==> src/rtl/cpu_sequencer.sv <==
// cpu_sequencer: three-state (IDLE/EXEC/WB) instruction sequencer that drives
// a register-file/ALU datapath for one instruction every three cycles.
//
// Ports
//   clk, reset          clock, synchronous active-high reset
//   instr, instr_valid  40-bit instruction word and its valid strobe
//   instr_ready         high in IDLE: an instruction may be accepted
//   reg_*               register-file read/write controls and write data
//   b_source_select, alu_cin, alu_mode, alu_sel, alu_b_imm   ALU controls
//   alu_result, alu_cout  combinational returns from the datapath
//   done                one-cycle pulse in the WB cycle
//   flag_c, flag_z      carry/zero flags
//
// Optional feature: define CPU_SEQ_FLAGS_EN to build the flag registers;
// otherwise flag_c and flag_z are tied to 0.
//
// Instruction fields: [39] wb_en, [38] b_sel, [37] mode, [36] cin,
// [35:32] sel, [31:29] rd, [28:26] rs1, [25:23] rs2, [22:16] ignored,
// [15:0] imm.

module cpu_sequencer #(
   parameter int DATA_WIDTH = 16,
   parameter int ADDR_WIDTH = 3
) (
   input  logic                  clk,
   input  logic                  reset,
   input  logic [39:0]           instr,
   input  logic                  instr_valid,
   output logic                  instr_ready,
   output logic                  reg_write_enable,
   output logic [ADDR_WIDTH-1:0] reg_read_addr1,
   output logic [ADDR_WIDTH-1:0] reg_read_addr2,
   output logic [ADDR_WIDTH-1:0] reg_write_addr,
   output logic [DATA_WIDTH-1:0] reg_write_data,
   output logic                  b_source_select,
   output logic                  alu_cin,
   output logic                  alu_mode,
   output logic [3:0]            alu_sel,
   output logic [DATA_WIDTH-1:0] alu_b_imm,
   input  logic [DATA_WIDTH-1:0] alu_result,
   input  logic                  alu_cout,
   output logic                  done,
   output logic                  flag_c,
   output logic                  flag_z
);

   typedef enum logic [1:0] {
      IDLE = 2'd0,
      EXEC = 2'd1,
      WB   = 2'd2
   } state_t;

   state_t                state;
   logic                  wb_en_q;
   logic [ADDR_WIDTH-1:0] rd_q;

`ifdef CPU_SEQ_FLAGS_EN
   logic                  cout_q;
`endif

   // Reserved instruction bits carry no function.
   logic unused_bits;
`ifdef CPU_SEQ_FLAGS_EN
   assign unused_bits = ^instr[22:16];
`else
   assign unused_bits = ^{instr[22:16], alu_cout};
   assign flag_c = 1'b0;
   assign flag_z = 1'b0;
`endif

   // Sequencer FSM with registered datapath controls. The control outputs
   // themselves act as the latched copy of the instruction fields.
   always_ff @(posedge clk) begin
      if (reset) begin
         state            <= IDLE;
         instr_ready      <= 1'b1;
         reg_write_enable <= 1'b0;
         done             <= 1'b0;
         reg_read_addr1   <= '0;
         reg_read_addr2   <= '0;
         reg_write_addr   <= '0;
         reg_write_data   <= '0;
         b_source_select  <= 1'b0;
         alu_cin          <= 1'b0;
         alu_mode         <= 1'b0;
         alu_sel          <= 4'h0;
         alu_b_imm        <= '0;
         wb_en_q          <= 1'b0;
         rd_q             <= '0;
`ifdef CPU_SEQ_FLAGS_EN
         cout_q           <= 1'b0;
         flag_c           <= 1'b0;
         flag_z           <= 1'b0;
`endif
      end else begin
         case (state)
            IDLE: begin
               if (instr_valid) begin
                  wb_en_q         <= instr[39];
                  b_source_select <= instr[38];
                  alu_mode        <= instr[37];
                  alu_cin         <= instr[36];
                  alu_sel         <= instr[35:32];
                  rd_q            <= instr[31:29];
                  reg_read_addr1  <= instr[28:26];
                  reg_read_addr2  <= instr[25:23];
                  alu_b_imm       <= instr[15:0];
                  instr_ready     <= 1'b0;
                  state           <= EXEC;
               end
            end
            EXEC: begin
               // reg_write_data doubles as the result register.
               reg_write_data   <= alu_result;
               reg_write_addr   <= rd_q;
               reg_write_enable <= wb_en_q;
               done             <= 1'b1;
`ifdef CPU_SEQ_FLAGS_EN
               cout_q           <= alu_cout;
`endif
               state            <= WB;
            end
            WB: begin
               reg_write_enable <= 1'b0;
               done             <= 1'b0;
               instr_ready      <= 1'b1;
`ifdef CPU_SEQ_FLAGS_EN
               // Flags track every completed instruction, written or not.
               flag_c           <= cout_q;
               flag_z           <= (reg_write_data == '0);
`endif
               state            <= IDLE;
            end
            default: begin
               reg_write_enable <= 1'b0;
               done             <= 1'b0;
               instr_ready      <= 1'b1;
               state            <= IDLE;
            end
         endcase
      end
   end

endmodule

==> config.mk <==
export PLATFORM = sky130hd
export DESIGN_NAME = cpu_sequencer
export DESIGN_NICKNAME = d
export VERILOG_FILES = /design/src/rtl/cpu_sequencer.sv
export SDC_FILE = /design/constraint.sdc
export NUM_CORES = 1
export LEC_CHECK = 0
export CORE_MARGIN = 4
export CORE_UTILIZATION = 38
export DETAILED_ROUTE_END_ITERATION = 8
export PLACE_DENSITY = 0.77
export SYNTH_ARGS = -nofsm -noshare
export SYNTH_HDL_FRONTEND = slang
export SYNTH_SLANG_ARGS = --single-unit
==> constraint.sdc <==
create_clock -name clk -period 2.1 [get_ports clk]
set_clock_uncertainty 0.2 [all_clocks]
set_input_delay 0.42 -clock clk [delete_from_list [all_inputs] [get_ports clk]]
set_output_delay 0.42 -clock clk [all_outputs]
set_load 0.02 [all_outputs]
After elaboration in Yosys (flattened, before gate mapping):

Index checks and enable logic that the tools add are counted.

* register bits: 57
* output and inout bits: 53
* logic and storage cells: 27
* input port bits: 60

* eq/ne operators: 2
* bitwise gates (word level): 1
* mux-type cells: 6
* reductions and logical operators: 3

Operator list (count)
* one-hot mux 1 bit (2 select lines): 3
* one-hot mux 2 bit (2 select lines): 1
* AND reduction 2 bit: 2
* equality test 2 x 1 -> 1 bit, second input constant: 1
* zero test 2 bit: 1
* 2-to-1 mux 2 bit: 1
* != test 2 bit, second input constant: 1
* 2-to-1 mux 1 bit: 1
* inverter 1 bit: 1

Logic depth before layout (Yosys ltp):

Gate-level depths: netlist (run 1).

* depth in word-level cells: 3
* depth in mapped cells: 6
* mapped depth without buffers: 3

Worst setup path before layout (run 1):

OpenSTA, ideal clock, no wires.

* path kind: register -> register
* start point: reg state[1]
* end point: reg alu_b_imm[15]
* arrival: 1.156 ns
* stages on the path, launching flop included: 7
* slack: 0.611 ns
* buffers on the path: 3
* data required time: 1.768 ns
* library setup time: 0.132 ns
* cell sequence: dfxtp_1 -> buf_6 -> or3b_1 -> buf_6 -> buf_8 -> nand2_1 -> a21oi_1

* word-level cells in the longest chain between the ends: 2

RTL lines
* start: declaration: RTL line 53 `state_t state;`
* start signal: assignment: RTL line 75 `state <= IDLE;`
* start signal: assignment: RTL line 109 `state <= EXEC;`
* start signal: assignment: RTL line 121 `state <= WB;`
* zero test 2 bit: RTL line 96 `case (state)`
* AND reduction 2 bit (no source line)
* end signal: assignment: RTL line 107 `alu_b_imm <= instr[15:0];`
* end: declaration: RTL line 39 `output logic [DATA_WIDTH-1:0] alu_b_imm,`

Every way passes these cells.
A chain may end at the register's enable or synchronous reset.

Worst setup path after layout (run 1):

* start point: reg alu_b_imm[13]
* end point: out alu_b_imm[13]

No word-level cell between the ends.

==> summary.txt, run 1 <==
Worst hold path
  • Hold Path End: state[1]
  • Hold Crit Start: reset
  • Worst hold path type: primary input to register
  • Worst hold stages: 2

CTS
  • H-tree level count: 3
  • CTS tree: done
  • Clock transition at path regs: approximately 70 ps
  • Max clock buf depth: 2
  • Post_cts resized: 0
  • Root Driver: clkbuf_8
  • CTS Buf Count: 9
  • Setup Buffers After CTS: 0
  • Worst skew pair latency: 310 ps
  • # clock sinks: 57
  • Hold buffers post-CTS: 0

Synth
  • Leading area contributor after synthesis: dfxtp_1
  • Mapped Area: between 0.002 and 0.0025 mm^2
  • Synthesized flop and latch total: 57
  • Top-count cell post-synth: nand2_1
  • Async SR Flop Fraction: 0%
  • Syn_area_per_cell: between 8 and 9 um^2
  • Post-synth top cells: nand2_1, dfxtp_1, a21oi_1
  • Syn. warnings: 0
  • Synth cell types: 17
  • Top-area cell type share of the netlist area: a little under three fifths
  • Post-Synthesis Cells: around 250
  • Sequential fraction of the synthesis area: 56.2%
  • EDFF count, synth: 0
  • Synth area leaders: dfxtp_1, nand2_1, a21oi_1
  • Post-synth top flop: dfxtp_1

Die
  • Die Height: 81.1 um
  • Die area: ~0.0066 mm^2
  • Boundary Pins: 113
  • Row count: 26
  • Initial core utilization: around 39%
  • Die W: 81.1 um
  • Core area: about 0.0051 mm^2

Route
  • DRT Pass-1 Iters: 4
  • Initial drt markers: 45
  • Final wirelength: about 5300 um
  • Vias per cell: ~4.5
  • Drt wl/cell: 12.5 um
  • Vias: around 1900
  • Drc violations: 0
  • Routed Antenna Nets: 0

Place
  • Post-DP HPWL: between 3000 and 4000 um
  • GPL Wtd Cong: 0.707
  • I/O Buffers: between 100 and 150
  • Placed inst area: between 0.003 and 0.004 mm^2

Layout
  • P&R area growth vs syn: 61.1%
  • Final net count: between 400 and 500
  • Post-layout instance area: about 0.0033 mm^2
  • Share of cells above drive strength 1: roughly 7.1%
  • ANT cells: 0
  • Final core utilization: around 64%

Setup path
  • Critical path required time: about 1500 ps
  • CP max stage delay: 620 ps
  • Buf/Inv on CP: 1
  • Setup slack, reg-to-reg: 590 ps
  • Critical R2R Capture: reg_read_addr1[0]
  • Critical Path End Type: primary output
  • Crit path kind: register to primary output
  • Crit path max-delay family: buffers and inverters
  • Worst Path Max Fanout: 2
  • Slowest cell on the critical path: clkdlybuf4s50_1
  • Critical-path cell list: clkdlybuf4s50_1
  • Crit path arrival time: between 1000 and 1500 ps
  • Reg2Reg Depth: 4
  • Startpoint Class: register
  • Worst R2R Start: state[1]

STA
  • Final Hold Fails: 0
  • RSZ-0062 raised after global routing: false
  • Setup TNS: 0 ps
  • Setup violators final: 0
  • Min cycle time layout: approximately 1900 ps
  • Top achievable clock speed: 521 MHz
  • Final period util: about nine tenths
  • Pins Over Slew Limit: 0

Global routing
  • Total gr overflow: 0
  • Largest net degree at the start of global routing: 34
  • Global Route Usage Sum: approximately 17%
  • Initial antenna violation count: 0
  • First-pass GRT wire length: 8190 um
  • Vias in the first global route: roughly 1800

Flow run
  • Max Cap Violations: 0

Power
  • Max rail drop VDD: ~0.53 mV
  • P_leak: ~1.2 nW
  • Final Power: between 2 and 3 mW
  • Pwr Density: around 780 mW/mm^2

Outcome
  • Status: finished clean
-- cells by family after synthesis --
| kind of cell | count (synthesis) | synth area share [%] |
|---|---|---|
| muxes | 1 | 0.493 |
| DFF | 57 | 56.2 |
| and+or+nand+nor | 114 | 22.7 |
| buffers and inverters | 21 | 7.15 |
| AOI/OAI and AO/OA | 53 | 13.3 |
| other | 1 | 0.185 |
-- worst max path at each step --
stage,start,to,slack [ps],depth (start not counted)
after detailed placement,instr_valid,reg_read_addr1[0],70,5
final,alu_b_imm[13],alu_b_imm[13],180,1
after global routing,alu_b_imm[13],alu_b_imm[13],110,1
after CTS,alu_b_imm[13],alu_b_imm[13],150,1
after floorplan,state[1],alu_b_imm[15],610,6
after global placement,instr_valid,wb_en_q,130,5
-- power breakdown --
| group | switching, mW | total, mW | internal [mW] |
|---|---|---|---|
| Sequential | 0.0323 | 1.17 | 1.14 |
| Clock | 0.398 | 0.952 | 0.554 |
| Combinational | 0.204 | 0.433 | 0.229 |
| Total | 0.634 | 2.56 | 1.93 |
-- through the flow --
step,hold WS (ps),setup WS (ps),cells
2_1_floorplan,232,611,248
3_3_place_gp,241,132,407
3_5_place_dp,247,69.9,407
4_1_cts,241,150,423
5_1_grt,266,111,423
6_report,250,182,423
-- flip-flops by register name, indices dropped and copies added, names as in the netlist, 2 cells and up --
name	count
alu_b_imm	16
alu_sel	4
rd_q	3
reg_read_addr1	3
reg_read_addr2	3
reg_write_addr	3
reg_write_data	16
state	2
-- layer usage --
metal / routed length (um) / GRT usage [%] / vias to the layer above
met5: 0 / 0 / -
met4: 55 / 9.12 / 0
met3: 493 / 6.43 / 6
met2: 2610 / 28.2 / 66
met1: 2110 / 17.5 / 865
li1: - / - / 984
-- cell type report --
cell class | instances | area [um^2]
repair buffers | 110 | 1100
multi-input cells | 170 | 747
clock inverters | 2 | 10.0
clock buffers | 14 | 183
flip-flops and latches | 57 | 1140
fillers | 466 | 1870
well taps | 70 | 87.6
-- cell usage in the layout, fill, tap and decap left out --
cell type / Yosys / layout
buf_12: 0 / 2
buf_4: 3 / 6
clkbuf_1: 8 / 1
nand2b_1: 2 / 2
buf_2: 5 / 1
conb_1: 1 / 2
nand2_1: 104 / 104
clkinv_2: 0 / 2
dfxtp_1: 57 / 57
clkdlybuf4s50_1: 0 / 101
nor3_1: 3 / 3
clkbuf_8: 0 / 13
nor2_1: 2 / 2
a211o_1: 1 / 1
and2b_1: 1 / 1
a21oi_1: 52 / 52
nor3b_4: 1 / 1
mux2i_1: 1 / 1
or3b_1: 1 / 1
(Power assumes the default switching activity.)
==> inputs of run 2 (changes only) <==
--- a/config.mk
+++ b/config.mk
@@ -8,6 +8,7 @@
 export CORE_MARGIN = 4
 export CORE_UTILIZATION = 38
 export DETAILED_ROUTE_END_ITERATION = 8
+export MAX_ROUTING_LAYER = met4
 export PLACE_DENSITY = 0.77
 export SYNTH_ARGS = -nofsm -noshare
 export SYNTH_HDL_FRONTEND = slang
==> summary.txt, run 2 (synthesized netlist as in run 1, its figures left out) <==
Worst hold path
  • Worst hold path type: primary input to register
  • Hold Crit Start: reset

STA
  • Setup TNS: 0 ps (unchanged)
  • Final period util: 91.3% (about the same)
  • RSZ-0062 raised after global routing: false
  • Min cycle time layout: 1920 ps (-0.134 ps)
  • Final Hold Fails: 0 (unchanged)
  • Pins Over Slew Limit: 0 (unchanged)
  • Top achievable clock speed: 521 MHz (about the same)
  • Setup violators final: 0 (unchanged)

Route
  • Drc violations: 0 (unchanged)
  • Routed Antenna Nets: 0 (unchanged)
  • Drt wl/cell: 12.5 um (about the same)
  • DRT Pass-1 Iters: 4 (unchanged)
  • Vias: 1921 (unchanged)
  • Initial drt markers: 45 (unchanged)
  • Vias per cell: 4.54 (unchanged)
  • Final wirelength: 5270 um (about the same)

Layout
  • Share of cells above drive strength 1: 7.08% (unchanged)
  • Post-layout instance area: 0.00327 mm^2 (unchanged)
  • ANT cells: 0 (unchanged)
  • P&R area growth vs syn: 61.1% (unchanged)
  • Leading cell types in the layout, fill and taps excluded: nand2_1, clkdlybuf4s50_1, dfxtp_1
  • Commonest non-fill, non-tap cell in the layout: nand2_1
  • Number of fill cells: 466 (unchanged)
  • Final net count: 408 (unchanged)
  • Regs by FF count: alu_b_imm (16), reg_write_data (16), alu_sel (4)

Global routing
  • Vias in the first global route: 1847 (-0.054%)
  • Largest net degree at the start of global routing: 34 (unchanged)
  • Total gr overflow: 0 (unchanged)
  • First-pass GRT wire length: 8200 um (about the same)
  • Initial antenna violation count: 0 (unchanged)
  • Global Route Usage Sum: 17.0% (+0.48 points)

Place
  • Post-DP HPWL: 3720 um (unchanged)
  • Placed inst area: 0.00308 mm^2 (unchanged)
  • GPL Wtd Cong: 0.715 (+1.1%)
  • I/O Buffers: 102 (unchanged)

CTS
  • CTS tree: done
  • Root Driver: clkbuf_8
  • CTS Buf Count: 9 (unchanged)
  • Max clock buf depth: 2 (unchanged)
  • H-tree level count: 3 (unchanged)
  • # clock sinks: 57 (unchanged)
  • Post_cts resized: 0 (unchanged)
  • Hold buffers post-CTS: 0 (unchanged)
  • Worst skew pair latency: 310 ps (about the same)
  • Clock transition at path regs: 70 ps (about the same)
  • Setup Buffers After CTS: 0 (unchanged)

Die
  • Die Height: 81.1 um (unchanged)
  • Core area: 0.00514 mm^2 (unchanged)
  • Row count: 26 (unchanged)
  • Die area: 0.00657 mm^2 (unchanged)
  • Die W: 81.1 um (unchanged)
  • Boundary Pins: 113 (unchanged)
  • Initial core utilization: 39.5% (unchanged)

Setup path
  • Slowest cell on the critical path: clkdlybuf4s50_1
  • Worst R2R Start: state[1]
  • Crit path max-delay family: buffers and inverters
  • Critical path required time: 1480 ps (about the same)
  • Critical-path cell list: clkdlybuf4s50_1
  • Buf/Inv on CP: 1 (unchanged)
  • Worst Path Max Fanout: 2 (unchanged)
  • Crit path arrival time: 1300 ps (about the same)
  • Startpoint Class: register
  • Crit path kind: register to primary output
  • Crit path from: alu_b_imm[13]
  • Critical Path End Type: primary output
  • CP max stage delay: 620 ps (about the same)

Power
  • Pwr Density: 783 mW/mm^2 (about the same)
  • Max rail drop VDD: 0.529 mV (about the same)
  • P_leak: 1.22 nW (unchanged)

Flow run
  • Max Cap Violations: 0 (unchanged)

Outcome
  • Status: finished clean
run 2: cell counts in the layout (fill, tap and decap cells not counted):
No cell type changed its count.
run 2: worst paths after layout:
path         slack, ps           endpoint  cells past startpoint
min                250           state[1]                      2
min reg2reg        250       alu_b_imm[5]                      2
max reg2reg        590  reg_read_addr1[0]                      4
max                180      alu_b_imm[13]                      1
run 2: power breakdown:
part	switching, mW	internal [mW]
clock network	0.398	0.554
logic	0.204	0.229
registers	0.0323	1.14
run 2: metal layers:
metal	vias up	part of all wire, %	GRT usage [%]	routed length [um]
met5	-	0	-	0
met1	865	41	17.8	2150
met4	0	1.0	9.12	53
li1	984	-	-	-
met2	66	50	28.2	2610
met3	6	8.7	5.88	458
run 2: layout make-up:
cell class | instances | area [um^2] | area share [%]
timing repair buffer | 110 | 1100 | 33.7
multi-input combinational | 170 | 747 | 22.8
clock inverter | 2 | 10.0 | 0.306
tap | 70 | 87.6 | 2.68
clock buffer | 14 | 183 | 5.59
sequential | 57 | 1140 | 34.9
run 2: per-stage QoR:
stage	utilization (%)	power [mW]	worst slack [ps]	hold WS, ps	instances
floorplan	-	1.41	611	232	248
finish	63.6	2.56	182	250	423
CTS	63.6	2.59	150	241	423
detailed placement	59.9	1.64	69.9	247	407
global placement	59.9	1.63	132	241	407
global route	63.6	2.68	111	266	423
